===== src/rtl/wb_timer_slave.sv =====
// -----------------------------------------------------------------------------
// wb_timer_slave
//
// Wishbone slave timer peripheral. It hangs off a free slave port of the
// interconnect and provides a 32-bit up-counter with a prescaler, a compare
// match, optional auto-reload on match, and a level interrupt. irq_o is meant
// for one of the spare CPU interrupt inputs.
//
// Register map (byte address bits [3:2]; all other address bits ignored):
//   0 CTRL    [0] EN, [1] AUTO, [2] IE        (other bits read 0)
//   1 COUNT   32-bit counter, read/write
//   2 COMPARE 32-bit compare value, read/write
//   3 STATUS  [0] PEND, write 1 to clear      (other bits read 0)
//
// Every bus request is acknowledged with a fixed single wait state. wb_ack_o
// is high for exactly the one cycle after the request is sampled. Read data
// is only driven while the ack is high and is 0 otherwise.
//
// Parameters:
//   PRESCALE       enabled clk cycles per counter tick (1..65535)
//   RESET_COMPARE  value loaded into COMPARE at reset
//
// Ports:
//   clk        system clock, rising edge
//   rst        synchronous reset, active low
//   wb_addr_i  byte address, only [3:2] decoded
//   wb_data_i  write data
//   wb_data_o  read data, valid while wb_ack_o = 1
//   wb_we_i    1 = write, 0 = read
//   wb_sel_i   byte lane enables, bit n covers bits [8n+7:8n]
//   wb_stb_i   strobe
//   wb_cyc_i   bus cycle
//   wb_ack_o   transfer acknowledge
//   irq_o      interrupt, level, active high (PEND & IE, registered)
// -----------------------------------------------------------------------------
module wb_timer_slave #(
   parameter int unsigned PRESCALE      = 1,
   parameter logic [31:0] RESET_COMPARE = 32'hFFFF_FFFF
) (
   input  logic        clk,
   input  logic        rst,
   input  logic [31:0] wb_addr_i,
   input  logic [31:0] wb_data_i,
   output logic [31:0] wb_data_o,
   input  logic        wb_we_i,
   input  logic [3:0]  wb_sel_i,
   input  logic        wb_stb_i,
   input  logic        wb_cyc_i,
   output logic        wb_ack_o,
   output logic        irq_o
);

   typedef enum logic [1:0] {
      REG_CTRL    = 2'd0,
      REG_COUNT   = 2'd1,
      REG_COMPARE = 2'd2,
      REG_STATUS  = 2'd3
   } reg_addr_e;

   localparam int CTRL_EN   = 0;
   localparam int CTRL_AUTO = 1;
   localparam int CTRL_IE   = 2;

   // Terminal value of the prescaler; a tick is produced when it wraps.
   localparam logic [15:0] PRESCALE_MAX = 16'(PRESCALE - 1);

   // ---------------------------------------------------------------------------
   // State
   // ---------------------------------------------------------------------------
   logic [2:0]  ctrl_q,    ctrl_d;
   logic [31:0] count_q,   count_d;
   logic [31:0] compare_q, compare_d;
   logic        pend_q,    pend_d;
   logic [15:0] presc_q,   presc_d;
   logic        ack_q,     ack_d;
   logic [31:0] data_q,    data_d;
   logic        irq_q,     irq_d;

   // ---------------------------------------------------------------------------
   // Decode helpers
   // ---------------------------------------------------------------------------
   logic        req;
   logic        bus_wr;
   logic        bus_rd;
   reg_addr_e   reg_addr;
   logic        tick;
   logic        count_wr;
   logic        pend_set;
   logic        pend_clr;
   logic [31:0] rd_value;

   // Address bits outside [3:2] are deliberately ignored.
   logic unused_addr_bits;
   assign unused_addr_bits = ^{wb_addr_i[31:4], wb_addr_i[1:0]};

   // Replace only the byte lanes enabled in sel; keep the rest of old.
   function automatic logic [31:0] merge_bytes(input logic [31:0] old_val,
                                               input logic [31:0] new_val,
                                               input logic [3:0]  sel);
      logic [31:0] result;
      result = old_val;
      for (int i = 0; i < 4; i++) begin
         if (sel[i]) begin
            result[8*i +: 8] = new_val[8*i +: 8];
         end
      end
      return result;
   endfunction

   // ---------------------------------------------------------------------------
   // Next-state logic
   // ---------------------------------------------------------------------------
   always_comb begin
      // NOTE: every signal written here gets a default first, so no path can
      // leave one unassigned and infer a latch.
      ctrl_d    = ctrl_q;
      count_d   = count_q;
      compare_d = compare_q;
      presc_d   = presc_q;
      tick      = 1'b0;
      pend_set  = 1'b0;
      pend_clr  = 1'b0;
      rd_value  = '0;

      // A request in the ack cycle is not a new request: this is what makes
      // held back-to-back requests complete every other cycle.
      req      = wb_cyc_i & wb_stb_i & ~ack_q;
      bus_wr   = req & wb_we_i;
      bus_rd   = req & ~wb_we_i;
      reg_addr = reg_addr_e'(wb_addr_i[3:2]);

      // A COUNT write with no lane enabled changes nothing, so it must not
      // swallow a tick either.
      count_wr = bus_wr && (reg_addr == REG_COUNT) && (wb_sel_i != 4'b0000);

      // Prescaler: free-runs 0..PRESCALE-1 while enabled, parked at 0 otherwise.
      if (ctrl_q[CTRL_EN]) begin
         if (presc_q == PRESCALE_MAX) begin
            presc_d = '0;
            tick    = 1'b1;
         end else begin
            presc_d = presc_q + 16'd1;
         end
      end else begin
         presc_d = '0;
      end

      // Counter step. The match uses compare_q, so a COMPARE write in the same
      // cycle only affects later ticks. A COUNT write in a tick cycle discards
      // the tick entirely.
      if (tick && !count_wr) begin
         if (count_q == compare_q) begin
            pend_set = 1'b1;
            count_d  = ctrl_q[CTRL_AUTO] ? 32'd0 : count_q + 32'd1;
         end else begin
            count_d  = count_q + 32'd1;
         end
      end

      // Bus writes.
      if (bus_wr) begin
         case (reg_addr)
            REG_CTRL: begin
               if (wb_sel_i[0]) begin
                  ctrl_d  = wb_data_i[2:0];
                  presc_d = '0;
               end
            end
            REG_COUNT: begin
               count_d = merge_bytes(count_q, wb_data_i, wb_sel_i);
            end
            REG_COMPARE: begin
               compare_d = merge_bytes(compare_q, wb_data_i, wb_sel_i);
            end
            REG_STATUS: begin
               pend_clr = wb_sel_i[0] & wb_data_i[0];
            end
            default: ;
         endcase
      end

      // A new match beats a clear arriving in the same cycle.
      pend_d = pend_set | (pend_q & ~pend_clr);

      // Read mux returns pre-edge register values (e.g. pre-tick COUNT).
      case (reg_addr)
         REG_CTRL:    rd_value = {29'd0, ctrl_q};
         REG_COUNT:   rd_value = count_q;
         REG_COMPARE: rd_value = compare_q;
         REG_STATUS:  rd_value = {31'd0, pend_q};
         default:     rd_value = '0;
      endcase

      ack_d  = req;
      data_d = bus_rd ? rd_value : 32'd0;
      irq_d  = pend_q & ctrl_q[CTRL_IE];
   end

   // ---------------------------------------------------------------------------
   // Registers
   // ---------------------------------------------------------------------------
   always_ff @(posedge clk) begin
      // NOTE: reset is sampled on the clock edge only (synchronous), so rst
      // stays out of the sensitivity list.
      if (!rst) begin
         // NOTE: sequential state uses non-blocking assignments so every flop
         // sees the pre-edge values of the others.
         ctrl_q    <= '0;
         count_q   <= '0;
         compare_q <= RESET_COMPARE;
         pend_q    <= 1'b0;
         presc_q   <= '0;
         ack_q     <= 1'b0;
         data_q    <= '0;
         irq_q     <= 1'b0;
      end else begin
         ctrl_q    <= ctrl_d;
         count_q   <= count_d;
         compare_q <= compare_d;
         pend_q    <= pend_d;
         presc_q   <= presc_d;
         ack_q     <= ack_d;
         data_q    <= data_d;
         irq_q     <= irq_d;
      end
   end

   assign wb_ack_o  = ack_q;
   assign wb_data_o = data_q;
   assign irq_o     = irq_q;

endmodule


===== config.mk =====
export PLATFORM = sky130hd
export DESIGN_NAME = wb_timer_slave
export DESIGN_NICKNAME = d
export VERILOG_FILES = /design/src/rtl/wb_timer_slave.sv
export SDC_FILE = /design/constraint.sdc
export NUM_CORES = 1
export LEC_CHECK = 0
export ABC_AREA = 1
export ABC_CLOCK_PERIOD_IN_PS = 1900
export CORE_MARGIN = 1
export CORE_UTILIZATION = 38
export DETAILED_ROUTE_END_ITERATION = 7
export HOLD_SLACK_MARGIN = 0.06
export PLACE_DENSITY = 0.63
export SLEW_MARGIN = 20
export SYNTH_ARGS = -nofsm -noshare
export SYNTH_HDL_FRONTEND = slang
export SYNTH_SLANG_ARGS = --single-unit

===== constraint.sdc =====
create_clock -name clk -period 1.9 [get_ports clk]
set_input_delay 0.38 -clock clk [delete_from_list [all_inputs] [get_ports clk]]
set_output_delay 0.38 -clock clk [all_outputs]
set_load 0.01 [all_outputs]

==> impl_metrics.tcl, run 1 <==
set metrics [dict create \
    worst_hold_slack_ps 298.1 \
    vdd_drop_max_v 0.0005847 \
    cp_slowest_cell "dfxtp_2" \
    via_per_inst 4.978 \
    grt_use_total 0.2223 \
    r2r-start "presc_q[0]" \
    grt_pass1_wl_um 31110 \
    maxCapViolCount 0 \
    routed_wirelength_um 18850 \
    dpl_cell_area_um2 7934 \
    dp_hpwl_um 13980 \
    fillers 1684 \
    worstSkewPairLatency_ps 420 \
    ant_nets 0 \
    critPathLaunchType "register" \
    hp-start "rst" \
    yosysTopAreaCell "dfxtp_1" \
    postSynth.asyncResetShare 0 \
    cts_tree "yes" \
    finalNetCount 1167 \
    antenna_found_initial 0 \
    end_kind "register" \
    syn_nets 1036 \
    io_pins 107 \
    synth.area.top_cells "dfxtp_1 37%, nand2_1 15%, nand3_1 7.4%, a21oi_1 6.6%, o21ai_0 5.0%" \
    vias 6591 \
    synth_area_per_cell_um2 6.725 \
    area_growth_pct 34.46 \
    fmax_ghz 0.5283 \
    worstSetupPathType "reg -> reg" \
    die_height_um 132.3 \
    p_per_area_nw_per_um2 690.2 \
    drt_iter0_drc 428 \
    synth_common_cells "260 x nand2_1, 118 x dfxtp_1, 95 x nand3_1" \
    port-buffer-count 76 \
    skew_ps 7.888 \
    setup_violations 0 \
    initial_utilization 0.3893 \
    min_period_over_period 0.9963 \
    drc 0 \
    root_buffer "clkbuf_16" \
    placementRows 47 \
    finalInstanceArea_um2 8681 \
    status "finished clean" \
    antenna_cells 0 \
    yosysUniqueCellTypes 43 \
    hp-class "in -> reg" \
    dp.cells 1287 \
    period_minus_slack_ps 1893 \
    utilization 0.5235 \
    routedWlPerCell_um 14.24 \
    synth_ff_type "dfxtp_1" \
    finalNonFillerCells 1324 \
    cp_max_fo 15 \
    pre_cts_ws_ps -275.4 \
    worst_pin_slew_ps 411.4 \
    tns_ps 0 \
    dieWidth_um 132.3 \
    ys_seq_area_frac 0.3659 \
    ctsLongestPathBuffers 2 \
    fp.coreArea_um2 16580 \
    cp.arrival_ps 2200 \
    syn_area_um2 6456 \
    die_area_um2 17520 \
    place.gp.congestion 0.9064 \
    relSlewSlack 0.7257 \
    setup_slack_ps 7.058 \
    hold_viol_final 0 \
    htreeDepth 4 \
    worstPathRequired_ps 2210 \
    grt_pass1_vias 6154 \
    cp-startpoint "presc_q[0]" \
    rsz0062_at_grt "yes" \
    drv_slew 0 \
    cts_sinks 118 \
    drive_gt1_frac 0.1667 \
    yosysWarnings 0 \
    cts.clk_slew.worst_paths_ps 50 \
    drt_pass1_iterations 5 \
    p_leak_nw 3.364 \
    synth_edf_count 0 \
    grt.overflow.total 0 \
    crit_chain "inv_2, ha_4, inv_2, nor2_4, nand2_2, nor2_4, nand3_4, nor2_8, buf_4, nand4_4, buf_12, nand3_1, a21oi_1" \
    grt_max_degree 33 \
    numCtsBuffers 17 \
    yosys.cell_count.top_type "nand2_1" \
    power.total_mw 5.991 \
    yosys.area.top_type_share 0.3659 \
    max_stage_delay_ps 320 \
    netlist_instances 960 \
    ys_ff_latch 118 \
]
## cell families after synthesis
family / count (synthesis) / synth area share
flops: 118 / 0.3659
fa+ha+maj: 3 / 0.005815
buf+inv: 136 / 0.08915
compound gates: 162 / 0.1300
xor+xnor: 34 / 0.04612
simple gates: 507 / 0.3630
## layout by cell type (no fill, tap or decap), drive strengths merged
cell type      synthesis  layout
nor3b                  4       4
a31oi                  5       5
nor4                   1       1
dfxtp                118     118
clkinvlp               0       1
ha                     3       3
inv                   84      84
nand3                100     100
bufinv                 0       1
xor2                   3       3
o21ai                 65      65
nand4                 22      22
o221ai                 1       1
a211oi                 1       1
nand2                262     262
o31ai                  1       1
a21oi                 87      87
and3                   1       1
or2                    1       1
a41oi                  1       1
xnor2                 31      31
clkinv                 1       8
clkbuf                30      24
nor2                  93      93
o21bai                 1       1
nor3                  17      17
clkdlybuf4s50          0      75
buf                   21      87
nand3b                 6       6
## critical path: cells and delay by family (launching register included)
kind,cells,cell delay (ps)
AOI/OAI and AO/OA,1,70
adders and majority gates,1,120
buffers and inverters,4,430
DFF,1,320
and+or+nand+nor,7,850
## state kept, by name (all words and copies together), names as in the netlist
signal / cells
irq_o: 1
compare_q: 32
wb_data_o: 32
pend_q: 1
ctrl_q: 3
wb_ack_o: 1
presc_q: 16
count_q: 32
## timing repair
item	CTS	global route
buffers inserted	0	3
resized for setup	0	44
endpoints found under the setup margin	0	30
hold buffers	0	0
## report_power, final
part	switching (mW)	total [mW]	internal, mW
Combinational	0.220	0.421	0.200
Sequential	0.0263	2.53	2.50
Clock	1.15	3.04	1.89
## layout make-up
class,instances,area (um^2),share of cell area
inverters,85,319.1,0.03675
well taps,220,275.3,0.03171
clock inverters,9,76.32,0.008792
multi-input cells,706,3621,0.4171
clock buffers,23,478.0,0.05506
flip-flops and latches,118,2367,0.2727
repair buffers,163,1544,0.1779
## layer usage
metal | track usage | wire length [um] | up-vias
li1 | - | - | 3395
met1 | 0.2954 | 8811 | 2999
met2 | 0.3620 | 8796 | 177
met3 | 0.04306 | 991 | 20
met4 | 0.06960 | 250 | 0
met5 | 0 | 0 | -
## final timing paths
kind | slack (ps) | end | cells past startpoint
max | 7 | count_q[16] | 13
min reg2reg | 470 | irq_o | 2
min | 300 | wb_ack_o | 3
max reg2reg | 7 | count_q[16] | 13
No activity file was read; power rests on OpenSTA's default activity.
==> run 2: changes to the inputs <==
CORE_UTILIZATION = 50   (was 38)
PLACE_DENSITY = 0.79   (was 0.63)
==> run 2 against run 1 <==
The run now ends with negative setup slack left. Design area up 1.5%. First-iteration DRC count grew 46%. Count of clock-buffer cells in the layout increased by 2. Non-clock buffer count rose by 10. Critical path depth unchanged. Sequential share of layout area fell by 0.41 points. Wire length up 4.2%. Largest cell class unchanged. Sequential cell count stayed put. Global-route usage grew 7.6 points. Worst hold slack got worse by 54 ps.
==> impl_metrics.tcl, run 2 (same netlist as run 1, synthesis figures left out) <==
set metrics [dict create \
    status "finished with violations" \
    violations "negative setup slack" \
    routed_wirelength_um 19640 \
    fmax_ghz 0.5155 \
    cp.arrival_ps 2250 \
    ctsHoldBuffers 0 \
    combinationalPowerShare 0.072 \
    cts.clk_slew.worst_paths_ps 60 \
    finalInstanceArea_um2 8810 \
    worstSetupPathType "reg -> reg" \
    area_growth_pct 36.45 \
    ant_nets 0 \
    grt_max_degree 35 \
    min_period_over_period 1.021 \
    cp_max_fo 7 \
    crit_chain "inv_2, ha_4, inv_2, nor2_4, nand2_4, nor2_4, nand3_4, nor2_8, buf_6, nand4_4, clkbuf_16, nand3_1, a21oi_1" \
    cp-startpoint "presc_q[1]" \
    placementRows 41 \
    p_per_area_nw_per_um2 678.9 \
    r2r_setup_slack_ps -40 \
    hold_end "compare_q[1]" \
    p_sw_mw 1.337 \
    max_stage_delay_ps 320 \
    relSlewSlack 0.7262 \
    antenna_found_initial 0 \
    fp.coreArea_um2 12620 \
    ctsLongestPathBuffers 2 \
    r2r_end "count_q[8]" \
    final_common_cell "nand2_1" \
    worst_pin_slew_ps 410.6 \
    drive_gt1_frac 0.1941 \
    clockPowerShare 0.505 \
    p_leak_nw 3.438 \
    drt_pass1_iterations 5 \
    dieWidth_um 115.6 \
    end_kind "register" \
    hold_depth 2 \
    grt_pass1_wl_um 30650 \
    vias 7025 \
    worstPathRequired_ps 2210 \
    grt_pass1_vias 6421 \
    intPower_mw 4.645 \
    routedWlPerCell_um 15.29 \
    grt.overflow.total 0 \
    drc 0 \
    io_pins 107 \
    r2r-start "presc_q[1]" \
    worstSkewPairLatency_ps 430 \
    die_area_um2 13370 \
    hp-start "rst" \
    hp-class "in -> reg" \
    via_per_inst 5.467 \
    tns_ps -250.6 \
    root_buffer "clkbuf_16" \
    dp_hpwl_um 13300 \
    numCtsBuffers 17 \
    hold_viol_final 0 \
    power_frac_seq 0.423 \
    htreeDepth 4 \
    sw_frac_of_total 0.2235 \
    r2r_cells 13 \
    rsz0062_at_grt "yes" \
    port-buffer-count 76 \
    vdd_drop_max_v 0.0006552 \
    cp_slowest_cell "dfxtp_2" \
    die_height_um 115.6 \
    initial_utilization 0.5116 \
    place.gp.congestion 0.9762 \
    maxCapViolCount 0 \
    critPathLaunchType "register" \
    final_cell_mix "251 x nand2_1, 115 x dfxtp_1, 85 x buf_4, 80 x nand3_1, 78 x a21oi_1" \
    setup_violations 14 \
    period_minus_slack_ps 1940 \
    dpl_cell_area_um2 7866 \
    cts_tree "yes" \
    drt_iter0_drc 623 \
    drv_slew 0 \
    finalNetCount 1179 \
    setup_slack_ps -39.68 \
    antenna_cells 0 \
    skew_ps 14.69 \
    cts_sinks 118 \
    grt_use_total 0.2979 \
]
==> run 2: cell count changes in the layout (fill, tap and decap cells not counted), sizes merged <==
cell	change
buf	+8
clkbuf	+4
clkinv	-4
clkinvlp	-1
nor2	+2
==> run 2: area by class of cell <==
cell class,count,area (um^2)
clock buffer,25,505.5
clock inverter,4,45.04
fill,1042,3810
inverter,85,319.1
multi-input combinational,708,3754
sequential,118,2366
tap,172,215.2
timing repair buffer,173,1605
==> run 2: critical path: cells and delay by family (launching register included) <==
family | cells | cell delay (ps)
AOI/OAI and AO/OA | 1 | 60
adders and majority gates | 1 | 120
DFF | 1 | 320
buffers and inverters | 4 | 430
and+or+nand+nor | 7 | 880
==> run 2: stage by stage <==
stage | utilization | cells | setup slack, ps | power (mW) | hold WS, ps
global route | 0.6981 | 1285 | -123.2 | 6.162 | 244.9
global placement | 0.6233 | 1243 | -243.1 | 2.983 | 438.2
floorplan | - | 960 | 264.9 | 2.759 | 422.7
detailed placement | 0.6233 | 1243 | -272.7 | 2.987 | 439.8
finish | 0.6981 | 1285 | -39.68 | 5.981 | 244.4
CTS | 0.6672 | 1272 | 15.40 | 5.980 | 234.7
==> run 2: how the worst max path moves through the flow <==
stage / to / slack (ps)
floorplan: count_q[12] / 260
global placement: count_q[30] / -240
finish: count_q[8] / -40
global route: count_q[22] / -120
detailed placement: count_q[30] / -270
CTS: count_q[30] / 20
==> run 2: power by group through the flow <==
stage,registers (mW),logic (mW),clock network (mW)
6_report,2.53,0.433,3.02
5_1_grt,2.53,0.466,3.17
3_3_place_gp,2.58,0.405,0
4_1_cts,2.53,0.414,3.04
3_5_place_dp,2.58,0.408,0
2_1_floorplan,2.58,0.183,0
==> run 2: per-layer routing <==
layer	vias to the layer above	track usage	part of all wire
li1	3415	-	-
met1	3251	0.3702	0.43
met2	294	0.4890	0.47
met3	65	0.06695	0.066
met4	0	0.1453	0.037
met5	-	0	0
==> run 2: repair_timing <==
action	in CTS	in global routing
cloned	0	5
setup buffers	0	8
pin swaps	0	18
endpoints found under the setup margin	1	34
resized for setup	1	65
==> run 3: changes to the inputs <==
PLACE_DENSITY = 0.76   (was 0.79)
==> run 3 against run 2 <==
Setup slack lost 67 ps. Combinational power shrank 2%. Power rose by 7.5%. Cell count is 0.39% lower. Critical endpoint is now count_q[20]. The run still ends with negative setup slack left. Fmax decreased by 3.3%. First-iteration DRC count fell by 5.8%. Global-route usage down 0.28 points.
==> impl_metrics.tcl, run 3 (same netlist as run 1, synthesis figures left out) <==
set metrics [dict create \
    dpl_cell_area_um2 7881 \
    skew_ps 7.678 \
    finalInstanceArea_um2 8783 \
    place.gp.congestion 0.9372 \
    max_stage_delay_ps 320 \
    worstSetupPathType "reg -> reg" \
    cp_max_fo 7 \
    fillers 1082 \
    port-buffer-count 76 \
    root_buffer "clkbuf_16" \
    initial_utilization 0.5116 \
    ant_nets 0 \
    grt_pass1_wl_um 30450 \
    placementRows 41 \
    routedWlPerCell_um 15.35 \
    period_minus_slack_ps 2007 \
    io_pins 107 \
    vias 6943 \
    grt_use_total 0.2951 \
    violations "negative setup slack" \
    cts_sinks 118 \
    p_leak_nw 3.414 \
    area_growth_pct 36.05 \
    worstPathRequired_ps 2250 \
    grt.overflow.total 0 \
    cts_tree "yes" \
    drc 0 \
    cp_slowest_cell "dfxtp_2" \
    fmax_ghz 0.4983 \
    worst_pin_slew_ps 419.9 \
    r2r_setup_slack_ps -110 \
    relSlewSlack 0.7201 \
    rsz0062_at_grt "yes" \
    hp-class "in -> reg" \
    p_per_area_nw_per_um2 732.2 \
    drive_gt1_frac 0.1895 \
    htreeDepth 4 \
    dp_hpwl_um 13450 \
    die_height_um 115.6 \
    dieWidth_um 115.6 \
    end_kind "register" \
    numCtsBuffers 17 \
    setup_violations 12 \
    routed_wirelength_um 19650 \
    setup_slack_ps -106.8 \
    hold_viol_final 0 \
    fp.coreArea_um2 12620 \
    cts.clk_slew.worst_paths_ps 60 \
    status "finished with violations" \
    cp.arrival_ps 2360 \
    final_common_cell "nand2_1" \
    min_period_over_period 1.056 \
    final_cell_mix "258 x nand2_1, 111 x dfxtp_1, 91 x nand3_1, 78 x buf_4, 75 x clkdlybuf4s50_1" \
    vdd_drop_max_v 0.001100 \
    antenna_cells 0 \
    drt_iter0_drc 587 \
    maxCapViolCount 0 \
    drv_slew 0 \
    grt_max_degree 33 \
    ctsLongestPathBuffers 2 \
    antenna_found_initial 0 \
    via_per_inst 5.424 \
    drt_pass1_iterations 6 \
    crit_chain "inv_2, ha_4, inv_2, nor2_2, nand2_2, nor2_4, nand3_4, nor2_8, buf_6, nand2_1, a21oi_2, nand3_1, a21oi_2" \
    finalNetCount 1171 \
    worstSkewPairLatency_ps 420 \
    die_area_um2 13370 \
    grt_pass1_vias 6310 \
    power.total_mw 6.431 \
    critPathLaunchType "register" \
]
-- run 3: cell types whose count changed in the layout (fill, tap and decap cells not counted), moves of 4 or more --
| cell | delta |
|---|---|
| nand3_2 | -10 |
| nand3_1 | +11 |
| dfxtp_2 | +4 |
| buf_4 | -7 |
| a21oi_1 | -5 |
| nand2_1 | +7 |
| nand2_2 | -5 |
| a21oi_2 | +5 |
| dfxtp_1 | -4 |
| clkinvlp_4 | +4 |
-- run 3: layout make-up --
| class | instances | area [um^2] | area share |
|---|---|---|---|
| clock buffer | 20 | 466.7 | 0.05313 |
| clock inverter | 12 | 173.9 | 0.01980 |
| inverter | 85 | 319.1 | 0.03632 |
| multi-input combinational | 707 | 3686 | 0.4197 |
| sequential | 118 | 2371 | 0.2699 |
| tap | 172 | 215.2 | 0.02450 |
| timing repair buffer | 166 | 1551 | 0.1766 |
-- run 3: path summary, 6_finish.rpt --
check / start / endpoint / cells past startpoint
hold / removal: rst / wb_ack_o / 3
hold reg to reg: wb_ack_o / wb_ack_o / 1
setup / recovery: presc_q[0] / count_q[20] / 13
setup reg to reg: presc_q[0] / count_q[20] / 13
-- run 3: repair_timing --
| action | CTS | global route |
|---|---|---|
| buffers inserted | 0 | 6 |
| setup endpoints to repair | 8 | 31 |
| gates resized for setup | 2 | 54 |
| gates cloned | 1 | 1 |
| hold buffers | 0 | 0 |
| pin swaps | 1 | 14 |
-- run 3: report_power, final --
| group | total, mW | internal, mW | switching [mW] | leakage [nW] |
|---|---|---|---|---|
| Clock | 3.47 | 2.29 | 1.18 | 0.304 |
| Combinational | 0.426 | 0.198 | 0.228 | 2.15 |
| Sequential | 2.53 | 2.50 | 0.0268 | 0.957 |
-- run 3: per-layer routing --
metal | share of wire | global-route usage | wire length, um
met5 | 0 | 0 | 0
met4 | 0.032 | 0.1103 | 622
met3 | 0.071 | 0.06067 | 1397
met2 | 0.47 | 0.4902 | 9246
met1 | 0.43 | 0.3779 | 8383
-- run 3: worst max-delay path: cells and delay by family, from the launching register on --
family,cells,cell delay (ps)
AND/OR/NAND/NOR,7,940
flip-flops,1,320
AO/OA/AOI/OAI,2,290
buffers and inverters,3,270
adder cells (fa/ha/maj),1,120
-- run 3: metrics by stage --
stage | worst slack, ps | std cells | setup TNS [ps] | hold slack, ps | utilization
after global routing | -192.8 | 1280 | -2612 | 292.2 | 0.6960
final | -106.8 | 1280 | -337.3 | 277.9 | 0.6960
after CTS | 18.18 | 1273 | 0 | 263.9 | 0.6772
after global placement | -241.8 | 1240 | -9604 | 453.4 | 0.6245
after detailed placement | -269.9 | 1240 | -10660 | 459.8 | 0.6245
after floorplan | 264.9 | 960 | 0 | 422.7 | -
